### config.mk
export PLATFORM = sky130hd
export DESIGN_NAME = hazard_event_monitor
export DESIGN_NICKNAME = d
export VERILOG_FILES = /design/src/rtl/hazard_event_monitor.sv
export SDC_FILE = /design/constraint.sdc
export NUM_CORES = 1
export LEC_CHECK = 0
export ABC_AREA = 1
export CELL_PAD_IN_SITES_DETAIL_PLACEMENT = 2
export CELL_PAD_IN_SITES_GLOBAL_PLACEMENT = 2
export CORE_MARGIN = 2
export CORE_UTILIZATION = 36
export DETAILED_ROUTE_END_ITERATION = 10
export GPL_TIMING_DRIVEN = 0
export PLACE_DENSITY_LB_ADDON = 0.1
export SLEW_MARGIN = 40
export SYNTH_ARGS = -nofsm -noshare
export SYNTH_HDL_FRONTEND = slang
export SYNTH_SLANG_ARGS = --single-unit
export TNS_END_PERCENT = 20
### constraint.sdc
create_clock -name clk -period 2.4 [get_ports clk]
set_input_delay 0.48 -clock clk [delete_from_list [all_inputs] [get_ports clk]]
set_output_delay 0.48 -clock clk [all_outputs]
set_load 0.02 [all_outputs]
### src/rtl/hazard_event_monitor.sv
// Stretches forward/stall/flush hazard levels into visible LED pulses and
// counts their rising edges in saturating counters behind a registered mux.
module hazard_event_monitor #(
    parameter int STRETCH_CYCLES = 5_000_000,
    parameter int CNT_W          = 16
) (
    input  logic             clk,
    input  logic             rst,
    input  logic             fwd_evt,
    input  logic             stall_evt,
    input  logic             flush_evt,
    input  logic             clear_cnt,
    input  logic [1:0]       sel,
    output logic             led_fwd,
    output logic             led_stall,
    output logic             led_flush,
    output logic [CNT_W-1:0] cnt_out
);

    localparam int TW = $clog2(STRETCH_CYCLES);
    localparam logic [TW-1:0] RELOAD = TW'(STRETCH_CYCLES - 1);
    localparam logic [CNT_W-1:0] CNT_MAX = '1;

    typedef enum logic {
        IDLE = 1'b0,
        HOLD = 1'b1
    } state_t;

    logic [2:0] evt;
    logic [2:0] evt_d;
    logic [2:0] rise;

    state_t        state_q [3];
    state_t        state_d [3];
    logic [TW-1:0] timer_q [3];
    logic [TW-1:0] timer_d [3];

    logic [CNT_W-1:0] cnt_q [4];

    // Channel index: 0=fwd, 1=stall, 2=flush
    assign evt  = {flush_evt, stall_evt, fwd_evt};
    assign rise = evt & ~evt_d;

    always_comb begin
        for (int i = 0; i < 3; i++) begin
            state_d[i] = state_q[i];
            timer_d[i] = timer_q[i];
            unique case (state_q[i])
                IDLE: begin
                    if (rise[i]) begin
                        state_d[i] = HOLD;
                        timer_d[i] = RELOAD;
                    end
                end
                HOLD: begin
                    if (rise[i]) begin
                        timer_d[i] = RELOAD;
                    end else if (timer_q[i] == '0) begin
                        state_d[i] = IDLE;
                    end else begin
                        timer_d[i] = timer_q[i] - 1'b1;
                    end
                end
                default: begin
                    state_d[i] = IDLE;
                end
            endcase
        end
    end

    always_ff @(posedge clk) begin
        if (rst) begin
            evt_d <= '0;
            for (int i = 0; i < 3; i++) begin
                state_q[i] <= IDLE;
                timer_q[i] <= '0;
            end
        end else begin
            evt_d <= evt;
            for (int i = 0; i < 3; i++) begin
                state_q[i] <= state_d[i];
                timer_q[i] <= timer_d[i];
            end
        end
    end

    assign led_fwd   = (state_q[0] == HOLD);
    assign led_stall = (state_q[1] == HOLD);
    assign led_flush = (state_q[2] == HOLD);

    // Readout samples pre-update values; clear beats a same-cycle rise
    always_ff @(posedge clk) begin
        if (rst) begin
            cnt_out <= '0;
            for (int i = 0; i < 4; i++) begin
                cnt_q[i] <= '0;
            end
        end else begin
            cnt_out <= cnt_q[sel];
            if (clear_cnt) begin
                for (int i = 0; i < 4; i++) begin
                    cnt_q[i] <= '0;
                end
            end else begin
                for (int i = 0; i < 3; i++) begin
                    if (rise[i] && (cnt_q[i] != CNT_MAX)) begin
                        cnt_q[i] <= cnt_q[i] + 1'b1;
                    end
                end
                if (cnt_q[3] != CNT_MAX) begin
                    cnt_q[3] <= cnt_q[3] + 1'b1;
                end
            end
        end
    end

endmodule
Word-level counts from Yosys, hierarchy flattened
Memory sizes are Yosys's and may differ from the RTL's. A register that Yosys moved wholly into a read port is not among the register bits.
Index checks and enable logic that the tools add are counted.
{"block": "op_classes", "n_addsub": 7, "n_eq_ne": 4, "muxes": 60, "n_bitwise": 19, "n_reduce_logical": 6}
{"op": "two-way mux 23 bit", "count": 12}
{"op": "case mux 23 bit (2 select lines)", "count": 3}
{"op": "two-way mux 16 bit", "count": 8}
{"op": "zero test 23 bit", "count": 3}
{"op": "subtractor 23 x 1 -> 23 bit, second input constant", "count": 3}
{"op": "adder 16 x 1 -> 16 bit, second input constant", "count": 4}
{"op": "inequality test 16 bit, second input constant", "count": 4}
{"op": "two-way mux 1 bit", "count": 34}
{"op": "bitwise OR 1 bit", "count": 14}
{"op": "case mux 1 bit (2 select lines)", "count": 3}
{"op": "AND 3 bit", "count": 1}
{"op": "logical AND 1 bit", "count": 3}
{"op": "NOT 1 bit", "count": 3}
{"op": "NOT 3 bit", "count": 1}
{"block": "word_totals", "reg_bits": 3, "ramBits": 136, "inputBits": 8, "out_inout_bits": 19, "word_cells": 100, "n_memories": 3}
{"memory": "timer_q", "words": 3, "word_bits": 23, "read_ports": 3, "rd_clocked_by_memory_dff": 0, "write_ports": 3, "line": "35", "rtl": "logic [TW-1:0] timer_q [3];"}
{"memory": "cnt_q", "words": 4, "word_bits": 16, "read_ports": 5, "rd_clocked_by_memory_dff": 1, "write_ports": 4, "line": "38", "rtl": "logic [CNT_W-1:0] cnt_q [4];"}
{"memory": "state_q", "words": 3, "word_bits": 1, "read_ports": 3, "rd_clocked_by_memory_dff": 0, "write_ports": 3, "line": "33", "rtl": "state_t state_q [3];"}

Logic depth before layout (Yosys ltp)
Gate-level depths: netlist of run 1.
{"block": "logic_depth", "ltp_word": 8, "mapped_depth": 11, "mapped_depth_nobuf": 10}

Least setup slack after synthesis of run 1
Ideal clock, no wire load.
{"block": "synth_timing", "path_kind": "reg-to-reg", "from": "mem cnt_q[0][0]", "to": "mem cnt_q[0][0] (enable)", "setup_time_ns": 0.363, "t_arrival_ns": 1.670, "slack_ns": 0.367, "stages_incl_launch_ff": 10, "n_path_buf": 1, "period_less_slack_ns": 2.033, "cell_sequence": "edfxtp_1 ha_1 nand2_1 inv_1 nand3_2 nor2_4 nand2_2 o211ai_4 buf_6 nand2_1"}
{"item": "start: declaration", "line": "38"}

==> flow_summary.ini, run 1 <==
[run_status]
outcome = finished, final reports clean

[worst_setup_path]
worstSetupPathType = in2reg
crit_end = cnt_q[3][7]
cp-end-kind = flip-flop
arrival_ps = 2530
r2r-end = cnt_q[0][12]
critPathMaxFanout = 10
worstPathRequired_ps = 2590
reg2regPathDepth = 9
r2r_slack_ps = 180
start_kind = input port
reg2reg_from = cnt_q[0][0]
worstSetupStartpoint = clear_cnt

[logic_synthesis]
ys_warn_count = 0
ys_seq_elements = 155
syn_nets = 1291
ys_types = 43
synth_area_leaders = dfxtp_1, edfxtp_1, nand2_1, nor2_1, a21oi_1
syn_inst = 1276
netlist_area_sq_um = 8950
synth_top_area_share_pct = 23.9
ys_seq_area_share_pct = 40.0
synth_top_cell_by_area = dfxtp_1
synth_area_per_cell_sq_um = 7.02

[routing]
drt-pass1-iter-count = 4
wire_per_inst_um = 18.5
finalWirelength_mm = 30.7
first_iter_violations = 361
num_vias = 8701
via_per_inst = 5.24
drcViolationCount = 0
antenna_left = 0

[pwr]
p_total_mw = 6.89
leakage_nw = 4.00
p_per_area_nw_per_um2 = 673
ir_drop_uv = 353

[final_layout]
mostFrequentLayoutCell = nand2_1
finalNonFillerCells = 1660
num-nets-final = 1338
n_fill_cell = 2968
final_area_sq_um = 10200
insertedDiodeCount = 0
syn2layout_area_growth_pct = 14.4
layout_common_cells = nand2_1, nor2_1, inv_1
layout-drive-gt1-share_pct = 8.83

[sta]
setup_viol = 0
fmax_mhz = 428
maxSlewHeadroom_pct = 40.4
rsz0062_at_grt = true
fin_skew_ps = 19.7
period_share_pct = 97.3
worst_pin_slew_ps = 895
drv_slew = 0
hold_viol = 0
fin_setup_tns_ps = 0
whs_ps = 483
fin_crit_ps = 2340

[clock_network]
clock_path_buffers = 2
clock_sinks = 155
tritoncts = yes
clkLatencyLatePin_ps = 440
clk_pin_slew_ps = 70
cts_htree_levels = 4
cts_buffers = 17
clockRootBuffer = clkbuf_16

[floorplanning]
start_util_pct = 36.7
die_x_um = 162
placement_rows = 57
die-area_sq_um = 26200
die_y_um = 162
boundaryPins = 27
coreArea_sq_um = 24400

[grt]
grt_overflow_total = 0
grt_max_degree = 17
antenna_found_initial = 0
grt.total_usage_pct = 24.3
grt_pass1_wl_mm = 50.6
grt_pass1_vias = 9444

[hold_path]
hp-class = reg2reg

[placement]
post_dp_cell_area_sq_um = 9630
placed_cells = 1627
hpwl_mm = 22.9
gp_congestion = 0.867
io_buffers = 26

[job]
drv_cap = 0
## timing repair
item | 4_1_cts | 5_1_grt
buffers inserted | 1 | 0
hold buffers | 0 | 0
pin swaps | 1 | 0
endpoints found under the setup margin | 41 | 32
gates resized for setup | 4 | 4
## worst max-delay path, cell delays in order
cell	delay (ps)
clkdlybuf4s50_1	460
nor2_4	310
clkbuf_1	720
nand4_1	280
buf_4	270
## cell families after synthesis
kind of cell | count (synthesis) | share of synthesized area (%)
buffers and inverters | 168 | 8.51
flip-flops | 155 | 40.0
AND/OR/NAND/NOR | 706 | 34.6
XOR/XNOR | 30 | 2.93
AO/OA/AOI/OAI | 210 | 13.0
adder cells (fa/ha/maj) | 7 | 0.978
## power by group
part | internal [mW] | switching, mW
sequential | 2.84 | 0.163
clock | 1.54 | 1.19
combinational | 0.374 | 0.786
## stage by stage
stage	setup WS, ps	util [%]
global placement	-777	39.4
CTS	95.4	41.9
global route	-18.5	42.0
finish	64.6	42.0
detailed placement	-607	39.5
floorplan	367	-
## flip-flops by register name, summed over array words and instances (netlist names)
register and cells:
cnt_q 64, state_q 3, timer_q 69, cnt_out 16, evt_d 3
## final cells by class
| type | count | area, sq um | share of cell area (%) |
|---|---|---|---|
| plain buffers | 38 | 275 | 2.69 |
| clock buffers | 19 | 433 | 4.22 |
| clock inverters | 13 | 143 | 1.39 |
| inverters | 130 | 490 | 4.79 |
| multi-input cells | 953 | 4640 | 45.3 |
| flip-flops and latches | 155 | 3580 | 35.0 |
| well taps | 324 | 405 | 3.96 |
| repair buffers | 28 | 279 | 2.72 |
## routing by layer
layer | track usage (%) | up-vias | part of all wire [%]
met1 | 31.8 | 4335 | 47
li1 | - | 4259 | -
met2 | 42.4 | 75 | 49
met4 | 6.52 | 0 | 1.8
met3 | 3.32 | 32 | 1.6
met5 | 0 | - | 0
## synthesized netlist by cell type (all sizes together)
cell type / count
edfxtp: 48
nor2: 219
clkbuf: 15
inv: 130
buf: 23
or2: 12
o211ai: 6
nor3b: 2
xor2: 22
o21bai: 6
nand3b: 4
nor3: 21
nand4: 39
o21ai: 72
nand2: 329
a22oi: 3
a21oi: 121
and2: 2
nand3: 74
nor4: 4
dfxtp: 107
xnor2: 8
ha: 7
a31oi: 2
## worst min path at each step
stage,cells after the start,slack (ps),start,to
finish,2,480,timer_q[0][1],timer_q[0][1]
global placement,2,460,timer_q[0][46],timer_q[0][46]
global route,2,520,cnt_q[2][3],cnt_q[2][3]
detailed placement,2,480,timer_q[0][1],timer_q[0][1]
floorplan,2,440,timer_q[0][1],timer_q[0][1]
CTS,2,490,timer_q[0][1],timer_q[0][1]
Note: power is estimated with default switching activity, not from simulation.
==> inputs of run 2 (changes only) <==
- CORE_UTILIZATION: 36 -> 37
- CTS_BUF_LIST: not set -> sky130_fd_sc_hd__clkbuf_4
==> flow_summary.ini, run 2 (synthesized netlist as in run 1, its figures left out) <==
[floorplanning]
placement_rows = 56
start_util_pct = 37.9
die-area_sq_um = 25500
boundaryPins = 27
die_y_um = 160
die_x_um = 160
coreArea_sq_um = 23600

[worst_setup_path]
r2r-end = cnt_q[0][10]
critPathMaxFanout = 7
arrival_ps = 1840
crit_family = buffers and inverters
cp_cell_sequence = clkdlybuf4s50_1
reg2regPathDepth = 9
worstPathRequired_ps = 1920
cp.buffers_inverters = 1
slowest_stage = clkdlybuf4s50_1
path_depth = 1
start_kind = flip-flop
cp-end-kind = output pin
reg2reg_from = cnt_q[0][0]
cp_slowest_stage_delay_ps = 680
r2r_slack_ps = 220
worstSetupPathType = reg2out

[final_layout]
layout_common_cells = nand2_1, nor2_1, inv_1
syn2layout_area_growth_pct = 11.3
mostFrequentLayoutCell = nand2_1
largest_reg_flops = 69
final_area_sq_um = 9970
largest-register = timer_q
top_regs = timer_q x69, cnt_q x64, cnt_out x16
layout-drive-gt1-share_pct = 9.19
num-nets-final = 1340

[clock_network]
hold_buffers = 0
clockRootBuffer = clkbuf_4
clock_sinks = 155
clock_path_buffers = 2
tritoncts = yes
clk_pin_slew_ps = 160
clkLatencyLatePin_ps = 610
cts_buffers = 17
cts_htree_levels = 4

[sta]
fin_crit_ps = 2320
drv_slew = 0
final.setup.worst_slack_ps = 83.7
rsz0062_at_grt = false
fin_setup_tns_ps = 0
fmax_mhz = 432
period_share_pct = 96.5
fin_skew_ps = 39.5
setup_viol = 0
maxSlewHeadroom_pct = 48.5
worst_pin_slew_ps = 772
hold_viol = 0

[pwr]
p_seq_share_pct = 50.7
p_total_mw = 5.92
ir_drop_uv = 305
comb_power_share_pct = 19.4
leakage_nw = 3.89
switching_share_pct = 34.9
clkPwrFrac_pct = 29.9
power_switching_mw = 2.07
p_per_area_nw_per_um2 = 595
p_int_mw = 3.86

[placement]
post_dp_cell_area_sq_um = 9630
io_buffers = 26
hpwl_mm = 22.7
gp_congestion = 0.816
place_ws_ps = -553

[grt]
antenna_found_initial = 1
grt_max_degree = 17
grt.total_usage_pct = 24.0
grt_pass1_wl_mm = 49.3
grt_pass1_vias = 9391
grt_overflow_total = 0

[routing]
num_vias = 8645
antenna_left = 0
wire_per_inst_um = 17.9
first_iter_violations = 367
via_per_inst = 5.21
finalWirelength_mm = 29.7
drt-pass1-iter-count = 5
drcViolationCount = 0

[hold_path]
hp-class = in2reg
hold_path_depth = 3
holdPathEnd = evt_d[0]
holdCritStartpoint = fwd_evt

[job]
drv_cap = 0

[run_status]
outcome = finished, final reports clean
-- run 2: cell count changes in the layout (fill, tap and decap cells not counted), moves of 2 or more --
cell,previous run,this run
clkbuf_16,17,0
clkbuf_4,0,17
inv_6,2,6
buf_4,3,5
clkbuf_1,17,15
clkinv_2,0,2
clkinv_4,4,2
clkinvlp_4,3,1
-- run 2: per-stage QoR --
| stage | instances | hold WS [ps] | util [%] |
|---|---|---|---|
| floorplan | 1276 | 445 | - |
| global placement | 1621 | 462 | 40.7 |
| detailed placement | 1622 | 479 | 40.8 |
| CTS | 1654 | 366 | 42.1 |
| global route | 1658 | 384 | 42.2 |
| finish | 1658 | 403 | 42.2 |
-- run 2: worst max path at each step --
stage                         endpoint  slack, ps           from
after floorplan            cnt_q[0][0]        370    cnt_q[0][0]
after global placement     cnt_q[3][4]       -770      clear_cnt
after detailed placement   cnt_q[3][4]       -550      clear_cnt
after CTS                 cnt_q[3][12]        0.5      clear_cnt
after global routing       cnt_q[1][1]         10    cnt_q[1][0]
final                          led_fwd         80  state_q[0][0]
-- run 2: timing repair --
| item | 4_1_cts | 5_1_grt |
|---|---|---|
| pin swaps | 0 | 1 |
| resized for setup | 4 | 3 |
| setup buffers | 0 | 3 |
| endpoints found under the setup margin | 40 | 40 |
-- run 2: cell type report --
type	instances	area, sq um
diodes	1	2.50
plain buffers	38	272
clock buffers	17	128
clock inverters	15	163
fillers	2879	13600
inverters	130	490
multi-input cells	953	4630
flip-flops and latches	155	3580
well taps	319	399
repair buffers	30	294
-- run 2: metal layers --
layer	up-vias	global-route usage, %	routed length [um]
met5	-	0	0
met1	4281	31.0	14100
met4	0	5.70	447
met3	27	3.46	494
met2	68	42.1	14700
li1	4269	-	-
-- run 2: power by group through the flow --
stage,sequential (mW),clock (mW),combinational [mW]
floorplan,3.03,0,0.780
global placement,3.05,0,1.10
detailed placement,3.06,0,1.15
CTS,3.00,1.81,1.17
global route,3.03,1.92,1.31
finish,3.00,1.77,1.15
